**src/rtl/qspi_pkg.sv**
```systemverilog
// Shared definitions for the QSPI quad-output flash reader.
// Contents: transaction state encoding, flash opcode, and the bit lengths of
// the command and address phases.
package qspi_pkg;

   typedef enum logic [2:0] {
      IDLE  = 3'd0,
      CMD   = 3'd1,
      ADDR  = 3'd2,
      DUMMY = 3'd3,
      DATA  = 3'd4,
      DONE  = 3'd5
   } state_t;

   localparam logic [7:0] QSPI_CMD_QUAD_OUT_READ = 8'h6B;
   localparam int ADDR_BITS = 24;
   localparam int CMD_BITS  = 8;

endpackage

```
**src/rtl/qspi_sck_divider.sv**
```systemverilog
// SCK generator for the QSPI reader.
// Ports:
//   clock, reset : system clock, synchronous active-high reset
//   run          : high while a transaction is clocking; low forces sck=0
//   hold         : freezes the prescaler and sck (consumer backpressure)
//   tick         : one-clock pulse on every sck toggle
//   rise         : tick that takes sck 0->1 (flash and reader sample here)
//   sck          : registered serial clock, idles low (mode 0)
module qspi_sck_divider #(
   parameter int PRESCALER = 4
) (
   input  logic clock,
   input  logic reset,
   input  logic run,
   input  logic hold,
   output logic tick,
   output logic rise,
   output logic sck
);

   logic [3:0] cnt_reg;
   logic       sck_reg;

   assign tick = run && !hold && (cnt_reg == 4'(PRESCALER));
   assign rise = tick && !sck_reg;
   assign sck  = sck_reg;

   always_ff @(posedge clock) begin
      if (reset || !run) begin
         cnt_reg <= '0;
         sck_reg <= 1'b0;
      end else if (!hold) begin
         if (tick) begin
            cnt_reg <= '0;
            sck_reg <= !sck_reg;
         end else begin
            cnt_reg <= cnt_reg + 4'd1;
         end
      end
   end

endmodule

```
**src/rtl/qspi_flash_reader.sv**
```systemverilog
// QSPI initiator issuing Quad Output Fast Read (0x6B) and streaming bytes out.
// Ports:
//   clock, reset       : system clock, synchronous active-high reset
//   io_req_*           : read request (24-bit byte address, length-1)
//   io_resp_*          : one-deep byte stream, last marks the final byte
//   io_busy            : high outside IDLE
//   io_qspi_*          : flash pins (cs active low, sck mode 0, 4-bit dq)
module qspi_flash_reader
   import qspi_pkg::*;
#(
   parameter int PRESCALER      = 4,
   parameter int DUMMY_CYCLES   = 6,
   parameter int CS_HIGH_CYCLES = 4
) (
   input  logic        clock,
   input  logic        reset,
   input  logic        io_req_valid,
   output logic        io_req_ready,
   input  logic [23:0] io_req_addr,
   input  logic [11:0] io_req_len,
   output logic        io_resp_valid,
   input  logic        io_resp_ready,
   output logic [7:0]  io_resp_data,
   output logic        io_resp_last,
   output logic        io_busy,
   output logic        io_qspi_cs,
   output logic        io_qspi_sck,
   output logic [3:0]  io_qspi_dq_o,
   output logic [3:0]  io_qspi_dq_oe,
   input  logic [3:0]  io_qspi_dq_i
);

   state_t      state_reg;
   logic        cs_reg;
   logic [3:0]  oe_reg;
   logic [31:0] shifter_reg;
   logic [7:0]  bit_cnt_reg;
   logic        nib_reg;
   logic [3:0]  hi_nib_reg;
   logic [11:0] rem_reg;
   logic        fin_reg;
   logic        resp_valid_reg;
   logic        resp_last_reg;
   logic [7:0]  resp_data_reg;
   logic [15:0] cs_cnt_reg;

   logic run, hold, tick, rise, fall, sck;

   assign run  = (state_reg != IDLE) && (state_reg != DONE);
   // Stall only while sck is low and the next rise would start a new byte
   // with the single output slot still occupied.
   assign hold = (state_reg == DATA) && !sck && !nib_reg &&
                 resp_valid_reg && !io_resp_ready;
   assign fall = tick && sck;

   qspi_sck_divider #(.PRESCALER(PRESCALER)) u_div (
      .clock (clock),
      .reset (reset),
      .run   (run),
      .hold  (hold),
      .tick  (tick),
      .rise  (rise),
      .sck   (sck)
   );

   assign io_req_ready  = (state_reg == IDLE) && !reset;
   assign io_busy       = (state_reg != IDLE);
   assign io_resp_valid = resp_valid_reg;
   assign io_resp_data  = resp_data_reg;
   assign io_resp_last  = resp_last_reg;
   assign io_qspi_cs    = cs_reg;
   assign io_qspi_sck   = sck;
   assign io_qspi_dq_o  = {3'b000, shifter_reg[31]};
   assign io_qspi_dq_oe = oe_reg;

   always_ff @(posedge clock) begin
      if (reset) begin
         state_reg      <= IDLE;
         cs_reg         <= 1'b1;
         oe_reg         <= 4'b0000;
         shifter_reg    <= '0;
         bit_cnt_reg    <= '0;
         nib_reg        <= 1'b0;
         hi_nib_reg     <= '0;
         rem_reg        <= '0;
         fin_reg        <= 1'b0;
         resp_valid_reg <= 1'b0;
         resp_last_reg  <= 1'b0;
         resp_data_reg  <= '0;
         cs_cnt_reg     <= '0;
      end else begin
         if (resp_valid_reg && io_resp_ready) begin
            resp_valid_reg <= 1'b0;
            resp_last_reg  <= 1'b0;
         end
         unique case (state_reg)
            IDLE: begin
               if (io_req_valid) begin
                  shifter_reg <= {QSPI_CMD_QUAD_OUT_READ, io_req_addr};
                  rem_reg     <= io_req_len;
                  bit_cnt_reg <= '0;
                  nib_reg     <= 1'b0;
                  fin_reg     <= 1'b0;
                  cs_reg      <= 1'b0;
                  oe_reg      <= 4'b0001;
                  state_reg   <= CMD;
               end
            end
            CMD, ADDR: begin
               // One counter spans both phases; the flash samples on rise,
               // the next bit is presented on the following fall.
               if (rise) bit_cnt_reg <= bit_cnt_reg + 8'd1;
               if (fall) begin
                  shifter_reg <= {shifter_reg[30:0], 1'b0};
                  if (state_reg == CMD && bit_cnt_reg == 8'(CMD_BITS)) begin
                     state_reg <= ADDR;
                  end
                  if (state_reg == ADDR && bit_cnt_reg == 8'(CMD_BITS + ADDR_BITS)) begin
                     oe_reg      <= 4'b0000;
                     bit_cnt_reg <= '0;
                     state_reg   <= DUMMY;
                  end
               end
            end
            DUMMY: begin
               if (rise) bit_cnt_reg <= bit_cnt_reg + 8'd1;
               if (fall && bit_cnt_reg == 8'(DUMMY_CYCLES)) begin
                  bit_cnt_reg <= '0;
                  state_reg   <= DATA;
               end
            end
            DATA: begin
               if (rise) begin
                  if (!nib_reg) begin
                     hi_nib_reg <= io_qspi_dq_i;
                     nib_reg    <= 1'b1;
                  end else begin
                     resp_data_reg  <= {hi_nib_reg, io_qspi_dq_i};
                     resp_valid_reg <= 1'b1;
                     resp_last_reg  <= (rem_reg == 12'd0);
                     fin_reg        <= (rem_reg == 12'd0);
                     rem_reg        <= rem_reg - 12'd1;
                     nib_reg        <= 1'b0;
                  end
               end
               if (fall && fin_reg) begin
                  cs_reg     <= 1'b1;
                  cs_cnt_reg <= '0;
                  state_reg  <= DONE;
               end
            end
            DONE: begin
               if (cs_cnt_reg != 16'hFFFF) cs_cnt_reg <= cs_cnt_reg + 16'd1;
               if (cs_cnt_reg >= 16'(CS_HIGH_CYCLES - 1) &&
                   (!resp_valid_reg || io_resp_ready)) begin
                  state_reg <= IDLE;
               end
            end
            default: state_reg <= IDLE;
         endcase
      end
   end

endmodule
```
**config.mk**
```make
export PLATFORM = sky130hd
export DESIGN_NAME = qspi_flash_reader
export DESIGN_NICKNAME = d
export VERILOG_FILES = /design/src/rtl/qspi_pkg.sv /design/src/rtl/qspi_sck_divider.sv /design/src/rtl/qspi_flash_reader.sv
export SDC_FILE = /design/constraint.sdc
export NUM_CORES = 1
export LEC_CHECK = 0
export ABC_AREA = 1
export BUFFER_PORTS_ARGS = -buffer_cell sky130_fd_sc_hd__buf_4
export CAP_MARGIN = 15
export CORE_MARGIN = 3
export CORE_UTILIZATION = 50
export DETAILED_ROUTE_END_ITERATION = 7
export PLACE_DENSITY = 0.81
export SYNTH_ARGS = -nofsm -noshare
export SYNTH_HDL_FRONTEND = slang
export SYNTH_HIERARCHICAL = 1
export SYNTH_SLANG_ARGS = --single-unit
```
**constraint.sdc**
```tcl
create_clock -name clock -period 4.6 [get_ports clock]
set_input_delay 1.15 -clock clock [delete_from_list [all_inputs] [get_ports clock]]
set_output_delay 1.15 -clock clock [all_outputs]
set_load 0.05 [all_outputs]
```
== After elaboration in Yosys (flattened, before gate mapping) ==
Index checks and enable logic that the tools add are counted.

* Bits in registers: 97
* Output and inout bits: 22
* Word-level logic and storage cells: 133

* Eq/ne operators: 21
* Bitwise logic cells: 2
* $lt $le $gt $ge: 1
* Add/sub/neg operators: 4
* Multiplexer cells: 46
* Reduce and logical (&&, ||, !) cells: 44

{| class="wikitable"
|+ Operators by type and width
! operator !! count
|-
| two-way mux 32 bit || 2
|-
| one-hot mux 32 bit (2 select lines) || 1
|-
| two-way mux 8 bit || 5
|-
| two-way mux 12 bit || 3
|-
| two-way mux 16 bit || 2
|-
| one-hot mux 16 bit (2 select lines) || 1
|-
| one-hot mux 12 bit (2 select lines) || 1
|-
| one-hot mux 8 bit (3 select lines) || 1
|-
| two-way mux 3 bit || 7
|-
| AND reduction 3 bit || 6
|-
| adder 16 x 1 -> 16 bit (second input constant) || 1
|-
| >= comparator 16 x 2 -> 1 bit (second input constant) || 1
|-
| logical AND 1 bit || 16
|-
| two-way mux 4 bit || 4
|-
| inequality test 16 bit (second input constant) || 1
|-
| inequality test 2 bit (second input constant) || 8
|-
| one-hot mux 3 bit (5 select lines) || 1
|-
| two-way mux 1 bit || 14
|-
| logical NOT 12 bit || 1
|-
| subtractor 12 x 1 -> 12 bit (second input constant) || 1
|-
| adder 8 x 1 -> 8 bit (second input constant) || 1
|-
| == test 8 x 3 -> 1 bit (second input constant) || 1
|-
| == test 8 x 4 -> 1 bit (second input constant) || 1
|-
| == test 8 x 6 -> 1 bit (second input constant) || 1
|-
| 19 further kinds || 37
|}

== Depth between registers and ports, before layout ==
Gate-level depths: netlist of run 1.

* Word-level depth: 13
* Depth in mapped cells: 17
* Mapped depth without buffers: 17

== Cells and area by module ==
The synthesis of run 1 kept the hierarchy.

{| class="wikitable"
|+ Modules (own cells, without submodules)
! module !! area an instance (um^2) !! cells an instance !! instances !! seq. area each (um^2)
|-
| qspi_flash_reader || 4769.6 || 711 || 1 || 1781.7
|-
| qspi_sck_divider || 299.0 || 39 || 1 || 100.1
|}

== Worst setup path after synthesis of run 1 ==
OpenSTA, ideal clock, no wires.

* Path type: input -> output
* Start: input port reset
* End: output port io_req_ready
* Slack: 1.231 ns
* Arrival: 2.219 ns
* Path buffers: 2
* Stages on the path: 3
* Data required time: 3.450 ns
* Cell sequence: clkbuf_1 -> clkbuf_1 -> nor2_1

* Word-level cells in the longest chain between the ends: 2

{| class="wikitable"
|+ Ends and longest elaborated chain
! element !! RTL line !! source
|-
| start, declared || qspi_flash_reader.sv:16 || <nowiki>input logic reset,</nowiki>
|-
| logical NOT 1 bit || qspi_flash_reader.sv:66 || <nowiki>assign io_req_ready = (state_reg == IDLE) && !reset;</nowiki>
|-
| logical AND 1 bit || qspi_flash_reader.sv:66 ||
|-
| end, declared || qspi_flash_reader.sv:18 || <nowiki>output logic io_req_ready,</nowiki>
|}

No other way between the ends.

== Final worst setup path of run 1 ==
* Start: register state_reg[1]
* End: register shifter_reg[16]

* Word-level cells in the longest chain between the ends: 11
* Elaborated cells on any way between the ends: 21
* Those cells by class: eq/ne (6); mux (1); reduce/logical (14)

{| class="wikitable"
|+ Ends and longest elaborated chain
! element !! RTL line !! source
|-
| start, declared || qspi_flash_reader.sv:33 || <nowiki>state_t state_reg;</nowiki>
|-
| start signal, assigned || qspi_flash_reader.sv:78 || <nowiki>state_reg <= IDLE;</nowiki>
|-
| start signal, assigned || qspi_flash_reader.sv:106 || <nowiki>state_reg <= CMD;</nowiki>
|-
| start signal, assigned || qspi_flash_reader.sv:116 || <nowiki>state_reg <= ADDR;</nowiki>
|-
| == test 3 bit || qspi_flash_reader.sv:52 || <nowiki>assign hold = (state_reg == DATA) && !sck && !nib_reg &&</nowiki>
|-
| logical AND 1 bit (3 in a row) || qspi_flash_reader.sv:52 ||
|-
| logical AND 1 bit || qspi_flash_reader.sv:53 || <nowiki>resp_valid_reg && !io_resp_ready;</nowiki>
|-
| named net hold || qspi_flash_reader.sv:47 || <nowiki>logic run, hold, tick, rise, fall, sck;</nowiki>
|-
| logical NOT 1 bit || - ||
|-
| logical AND 1 bit (2 in a row) || qspi_sck_divider.sv:24 || <nowiki>assign tick = run && !hold && (cnt_reg == 4'(PRESCALER));</nowiki>
|-
| named net tick || qspi_flash_reader.sv:47 ||
|-
| logical AND 1 bit || qspi_flash_reader.sv:54 || <nowiki>assign fall = tick && sck;</nowiki>
|-
| inequality test 2 bit (no source line) || - ||
|-
| AND reduction 3 bit (no source line) || - ||
|-
| end signal, assigned || qspi_flash_reader.sv:99 || <nowiki>shifter_reg <= {QSPI_CMD_QUAD_OUT_READ, io_req_addr};</nowiki>
|-
| end signal, assigned || qspi_flash_reader.sv:114 || <nowiki>shifter_reg <= {shifter_reg[30:0], 1'b0};</nowiki>
|-
| end, declared || qspi_flash_reader.sv:36 || <nowiki>logic [31:0] shifter_reg;</nowiki>
|}

The timed path passes the listed nets, and every way through them passes these cells.
A chain may end at the register's enable or synchronous reset.

==> results.ini, run 1 <==
[layout]
nets = 844
n_antenna_cell = 0
layout-drive-gt1-share = 0.170
area_growth_pct = 12.9
largest_reg_flops = 32
stdcell_count = 931
fin_area_um2 = 5720

[timing]
skew_ns = 0.0119
hold_viol_final = 0
relSlewSlack = 0.528
min_period_ns = 3.04
setup_tns_ns = 0
fmax_ghz = 0.328
slew_viol_final = 0
setup_viol = 0
fin_ws_ns = 1.56
worstMarginPinSlew_ns = 0.706
rsz0062_at_grt = false
post-route-period-util = 0.662

[worst_setup_path]
cp-end-kind = flip-flop
max_stage_delay_ns = 0.55
r2r_setup_slack_ns = 1.56
crit_chain = nor2_4, nand2_2, or2_4, nor3_1, inv_2, nand2_4, nor2_4, nand2_1, nand4_2, nand2_2, nor2_4, buf_4, o21ai_0, a31oi_1
r2r-end = shifter_reg[16]
ff2ff_path_depth = 14
critPathMaxFanout = 37
r2r_start = state_reg[1]
start_kind = flip-flop
critPathKind = reg2reg
worst_ep_required_time_ns = 4.90
arrival_ns = 3.34
slowest_stage = nor2_4
cpMostUsedCell = nor2_4

[clocking]
ctsHoldBuffers = 0
cts_tree = built
postCtsResizedCells = 0
post_cts_buffers = 0
clkLatencyLatePin_ns = 0.37
clock-root-buffer = clkbuf_8
htree_num_levels = 3
path_clk_slew_ns = 0.10
numClockSinks = 94
cts.path.max_buffers = 2
cts_buffers = 9

[floorplan]
initial_utilization = 0.516
die_y_um = 107
rows = 36
io_pins = 66
die_w_um = 107
coreArea_um2 = 9820
die_area_um2 = 11400

[status]
status = complete, no violations

[synthesis]
yosysSeqAreaShare = 0.371
yosysMostFrequentCell = nand2_1
yosysWarnings = 6
netlist.area_leader.share = 0.371
synth_ff_type = dfxtp_1
ys_types = 40
synth.largest_area_cell = dfxtp_1
synthesis.area_um2 = 5070
syn_inst = 750
postSynth.asyncResetShare = 0
avgSynthCellArea_um2 = 6.76
synth_area_leaders = dfxtp_1, nand2_1, nor2_1
synthTopCellsByCount = nand2_1, dfxtp_1, nor2_1, o21ai_0, inv_1
synth_edf_count = 0
synth-seq-cells = 94

[power_and_ir_drop]
peakVddDrop_v = 0.000271
p_leak_uw = 0.00234
p_per_area_nw_per_um2 = 499

[route]
first_pass_iters = 5
drc = 0
drt_iter0_drc = 242
viasPerCell = 5.08
ant_nets = 0
routed_wl_mm = 11.1
via_count = 4732
wl_per_cell_um = 11.9

[global_routing]
grt_pass1_vias = 4119
track_usage = 0.193
antenna_found_initial = 0
grt_remaining_overflow = 0
grt_pass1_wl_mm = 18.4
grt_max_degree = 48

[placed_design]
portBuffers = 59
dpl_cell_area_um2 = 5500
gp_congestion = 0.899
dp_hpwl_mm = 7.76
dp_slack_ns = 1.25
dp.cells = 914

[min_path]
holdPathEnd = shifter_reg[26]
min-delay-start = shifter_reg[26]
hold_class = reg2reg
whs_path_depth = 2

[flow_run]
max_cap_violations = 0

==> cell families after synthesis <==
family / Yosys count / share of synthesized area
other: 1 / 0.000740
AOI/OAI and AO/OA: 151 / 0.166
and+or+nand+nor: 394 / 0.345
xor gates and xnor gates: 6 / 0.0104
buffers and inverters: 97 / 0.0894
adders and majority gates: 7 / 0.0173
DFF: 94 / 0.371
==> through the flow <==
step           power [uW]   util  hold WS (ns)
5_1_grt              3080  0.583         0.501
4_1_cts              2870  0.580         0.470
3_5_place_dp         2300  0.560         0.455
3_3_place_gp         2280  0.560         0.455
2_1_floorplan        2100      -         0.437
6_report             2850  0.583         0.465
==> final cells by class <==
class	instances	area, um2
Clock buffer	10	128
Clock inverter	6	68.8
Fill cell	975	4100
Inverter	62	238
Multi-Input combinational cell	564	2760
Sequential cell	94	1880
Tap cell	133	166
Timing Repair Buffer	62	485
==> placed cells by master (no fill, tap or decap), types with 2 or more instances in the layout <==
cell      instances
nand2_1         207
nor2_4            5
conb_1            6
dfxtp_1          94
nand2_4           7
nand4_1           5
clkinv_4          2
o21bai_1          2
o21ai_0          55
nor3_1           10
clkbuf_8          9
ha_1              7
nor2_1           90
nor2_2            8
or2_2             4
buf_4            61
xor2_1            5
nand3_2           5
inv_1            53
inv_2             8
a21oi_2           5
inv_6             2
nand3_1          38
a31oi_1          24
o21ai_1           7
a21oi_1          51
nand2_2          11
==> per-layer routing <==
layer / GRT usage / wire length (um)
met4: 0.0566 / 140
met1: 0.249 / 5100
met5: 0 / 0
met3: 0.0421 / 496
met2: 0.326 / 5340
==> worst max-delay path: cells and delay by family (launching register included) <==
family / cells / cell delay [ns]
AO/OA/AOI/OAI: 2 / 0.24
buffers and inverters: 2 / 0.45
flip-flops: 1 / 0.48
AND/OR/NAND/NOR: 10 / 1.79
==> power breakdown <==
part / total (uW) / leakage, uW / switching [uW] / internal, uW
logic: 1190 / 0.00147 / 821 / 371
clock network: 561 / 0.0000973 / 305 / 256
registers: 1100 / 0.000768 / 116 / 986
==> worst max-delay path by stage <==
stage                        from         endpoint  slack (ns)  depth (start not counted)
CTS                  state_reg[1]  shifter_reg[16]        1.49                         14
finish               state_reg[1]  shifter_reg[16]        1.56                         14
global placement    io_resp_ready  shifter_reg[14]        1.33                         14
detailed placement  io_resp_ready  shifter_reg[16]        1.25                         14
floorplan                   reset     io_req_ready        1.23                          3
global route         state_reg[0]  shifter_reg[16]        1.20                         14
(Power assumes the default switching activity.)
==> inputs of run 2 (changes only) <==
--- a/config.mk
+++ b/config.mk
@@ -11,7 +11,7 @@
 export CORE_MARGIN = 3
 export CORE_UTILIZATION = 50
 export DETAILED_ROUTE_END_ITERATION = 7
-export PLACE_DENSITY = 0.81
+export PLACE_DENSITY = 0.83
 export SYNTH_ARGS = -nofsm -noshare
 export SYNTH_HDL_FRONTEND = slang
 export SYNTH_HIERARCHICAL = 1
==> constraint.sdc (replaced) <==
create_clock -name clock -period 2.8 [get_ports clock]
set_input_delay 0.7 -clock clock [delete_from_list [all_inputs] [get_ports clock]]
set_output_delay 0.7 -clock clock [all_outputs]
set_load 0.05 [all_outputs]
==> run 2 against run 1 <==
Register-to-register slack got worse by 1.3 ns. Non-clock buffer count up 11. Via count up 1.7%. Combinational power increased by 71%. Count of clock-buffer cells in the layout decreased by 1. Cell count increased by 1.2%. First-iteration DRC count down 14%. Sequential power grew 65%. Clock power is 78% higher. Critical path type unchanged. Highest routed layer unchanged.
==> results.ini, run 2 (synthesis gave the netlist of run 1 again) <==
[layout]
final_util = 0.593  ; +0.00968
n_antenna_cell = 0  ; unchanged
layout-drive-gt1-share = 0.183  ; +0.0125
largest_reg_flops = 32  ; unchanged
area_growth_pct = 14.8
multi_input_area_um2 = 2770  ; +0.41%
layout_common_cells = nand2_1, dfxtp_1, nor2_1, buf_4, o21ai_0
final_common_cell = nand2_1
stdcell_count = 942  ; +1.2%
nets = 856  ; +1.4%
num-fill-cells = 966  ; -0.92%
register_area_um2 = 1880  ; unchanged

[floorplan]
die_y_um = 107  ; unchanged
die_area_um2 = 11400  ; unchanged
rows = 36  ; unchanged
die_w_um = 107  ; unchanged
initial_utilization = 0.516  ; unchanged
io_pins = 66  ; unchanged
coreArea_um2 = 9820  ; unchanged

[global_routing]
antenna_found_initial = 0  ; unchanged
grt_remaining_overflow = 0  ; unchanged
grt_pass1_vias = 4460  ; +8.3%
grt_max_degree = 58  ; +21%
track_usage = 0.198  ; +0.00452
grt_pass1_wl_mm = 19.0  ; +3.1%

[min_path]
hold_class = reg2reg

[worst_setup_path]
start_kind = flip-flop
critPathKind = reg2reg
crit_path_end = rem_reg[9]
slowest_stage = dfxtp_1
worst_ep_required_time_ns = 3.03  ; -1.87 ns
startpoint = state_reg[1]
r2r_setup_slack_ns = 0.29  ; -1.27 ns
crit_chain = nor2_4, nand2_2, or2_4, nor3_1, inv_2, nand2_4, nor2_4, nand2_2, inv_1, inv_1, a21oi_2, nand2_4, inv_2, o211ai_1, a21oi_1
critPathMaxFanout = 18  ; -51%
max_stage_delay_ns = 0.39  ; -0.16 ns
r2r_start = state_reg[1]
ff2ff_path_depth = 15  ; +1
r2r-end = rem_reg[9]
cp-end-kind = flip-flop
arrival_ns = 2.74  ; -0.60 ns

[timing]
fmax_ghz = 0.398  ; +21%
hold_viol_final = 0  ; unchanged
holdWs_ns = 0.468  ; +0.00348 ns
slew_viol_final = 0  ; unchanged
min_period_ns = 2.51  ; -0.531 ns
worstMarginPinSlew_ns = 0.634  ; -0.0715 ns
post-route-period-util = 0.898  ; +0.236
skew_ns = 0.0124  ; +0.000500 ns
rsz0062_at_grt = false
relSlewSlack = 0.576  ; +0.0478
setup_viol = 0  ; unchanged

[power_and_ir_drop]
peakVddDrop_v = 0.000554  ; +100%
p_per_area_nw_per_um2 = 833  ; +67%
p_leak_uw = 0.00240  ; +2.6%
power_uw = 4840  ; +70%

[placed_design]
dp_hpwl_mm = 7.84  ; +0.96%
dp.cells = 926  ; +1.3%
gp_congestion = 0.878  ; -2.3%
portBuffers = 59  ; unchanged

[route]
drt_iter0_drc = 208  ; -14%
via_count = 4813  ; +1.7%
drc = 0  ; unchanged
wl_per_cell_um = 11.9  ; about the same
routed_wl_mm = 11.2  ; +1.1%
first_pass_iters = 4  ; -1
viasPerCell = 5.11  ; +0.52%
ant_nets = 0  ; unchanged

[flow_run]
max_cap_violations = 0  ; unchanged

[clocking]
cts_tree = built
path_clk_slew_ns = 0.09  ; about the same
cts_buffers = 9  ; unchanged
clock-root-buffer = clkbuf_8
cts.path.max_buffers = 2  ; unchanged
post_cts_buffers = 0  ; unchanged
htree_num_levels = 3  ; unchanged
numClockSinks = 94  ; unchanged
clkLatencyLatePin_ns = 0.37  ; about the same

[status]
status = complete, no violations

[run 2: cell types whose count changed in the layout (fill, tap and decap cells not counted), sizes merged]
cell / change
buf: +11
bufinv: +1
clkbuf: -1
clkinv: -1
clkinvlp: -1
inv: +1
nor2: +1
[run 2: routing by layer]
layer | part of all wire | track usage | routed length, um
met5 | 0 | 0 | 0
met4 | 0.0098 | 0.0466 | 110
met3 | 0.042 | 0.0433 | 468
met2 | 0.49 | 0.353 | 5460
met1 | 0.46 | 0.243 | 5150
[run 2: how the worst min path moves through the flow]
stage | cells past startpoint | end | start | slack (ns)
final | 2 | io_resp_data[4] | hi_nib_reg[0] | 0.47
after global routing | 2 | io_resp_data[4] | io_resp_data[4] | 0.49
after CTS | 2 | io_resp_data[4] | hi_nib_reg[0] | 0.47
after detailed placement | 2 | io_resp_data[4] | hi_nib_reg[0] | 0.46
after global placement | 2 | shifter_reg[28] | shifter_reg[28] | 0.45
after floorplan | 2 | io_resp_data[4] | hi_nib_reg[0] | 0.44
[run 2: report_power, final]
part	internal [uW]	switching, uW	total, uW
Clock	509	494	1000
Sequential	1620	189	1810
Combinational	642	1390	2030
[run 2: cell type report]
class,count,share of cell area
inverter,62,0.0409
tap,133,0.0286
clock buffer,9,0.0213
multi-input combinational,565,0.475
sequential,94,0.323
clock inverter,6,0.0161
timing repair buffer,73,0.0942
[run 2: worst max-delay path, delay by kind of cell, from the launching register on]
family                 cells  cell delay (ns)
AND/OR/NAND/NOR            8             1.18
buffers and inverters      4             0.52
flip-flops                 1             0.39
AO/OA/AOI/OAI              3             0.28
[run 2: repair_timing]
item | in CTS | in global routing
gates resized for setup | 0 | 1
setup endpoints to repair | 0 | 28
hold buffers | 0 | 0
[run 2: per-stage QoR]
stage,area (um2),TNS [ns],worst slack (ns)
finish,5820,0,0.287
global route,5820,0,0.0375
CTS,5810,0,0.0475
detailed placement,5590,-0.0909,-0.0909
global placement,5590,-0.0263,-0.0263
floorplan,5090,0,0.331
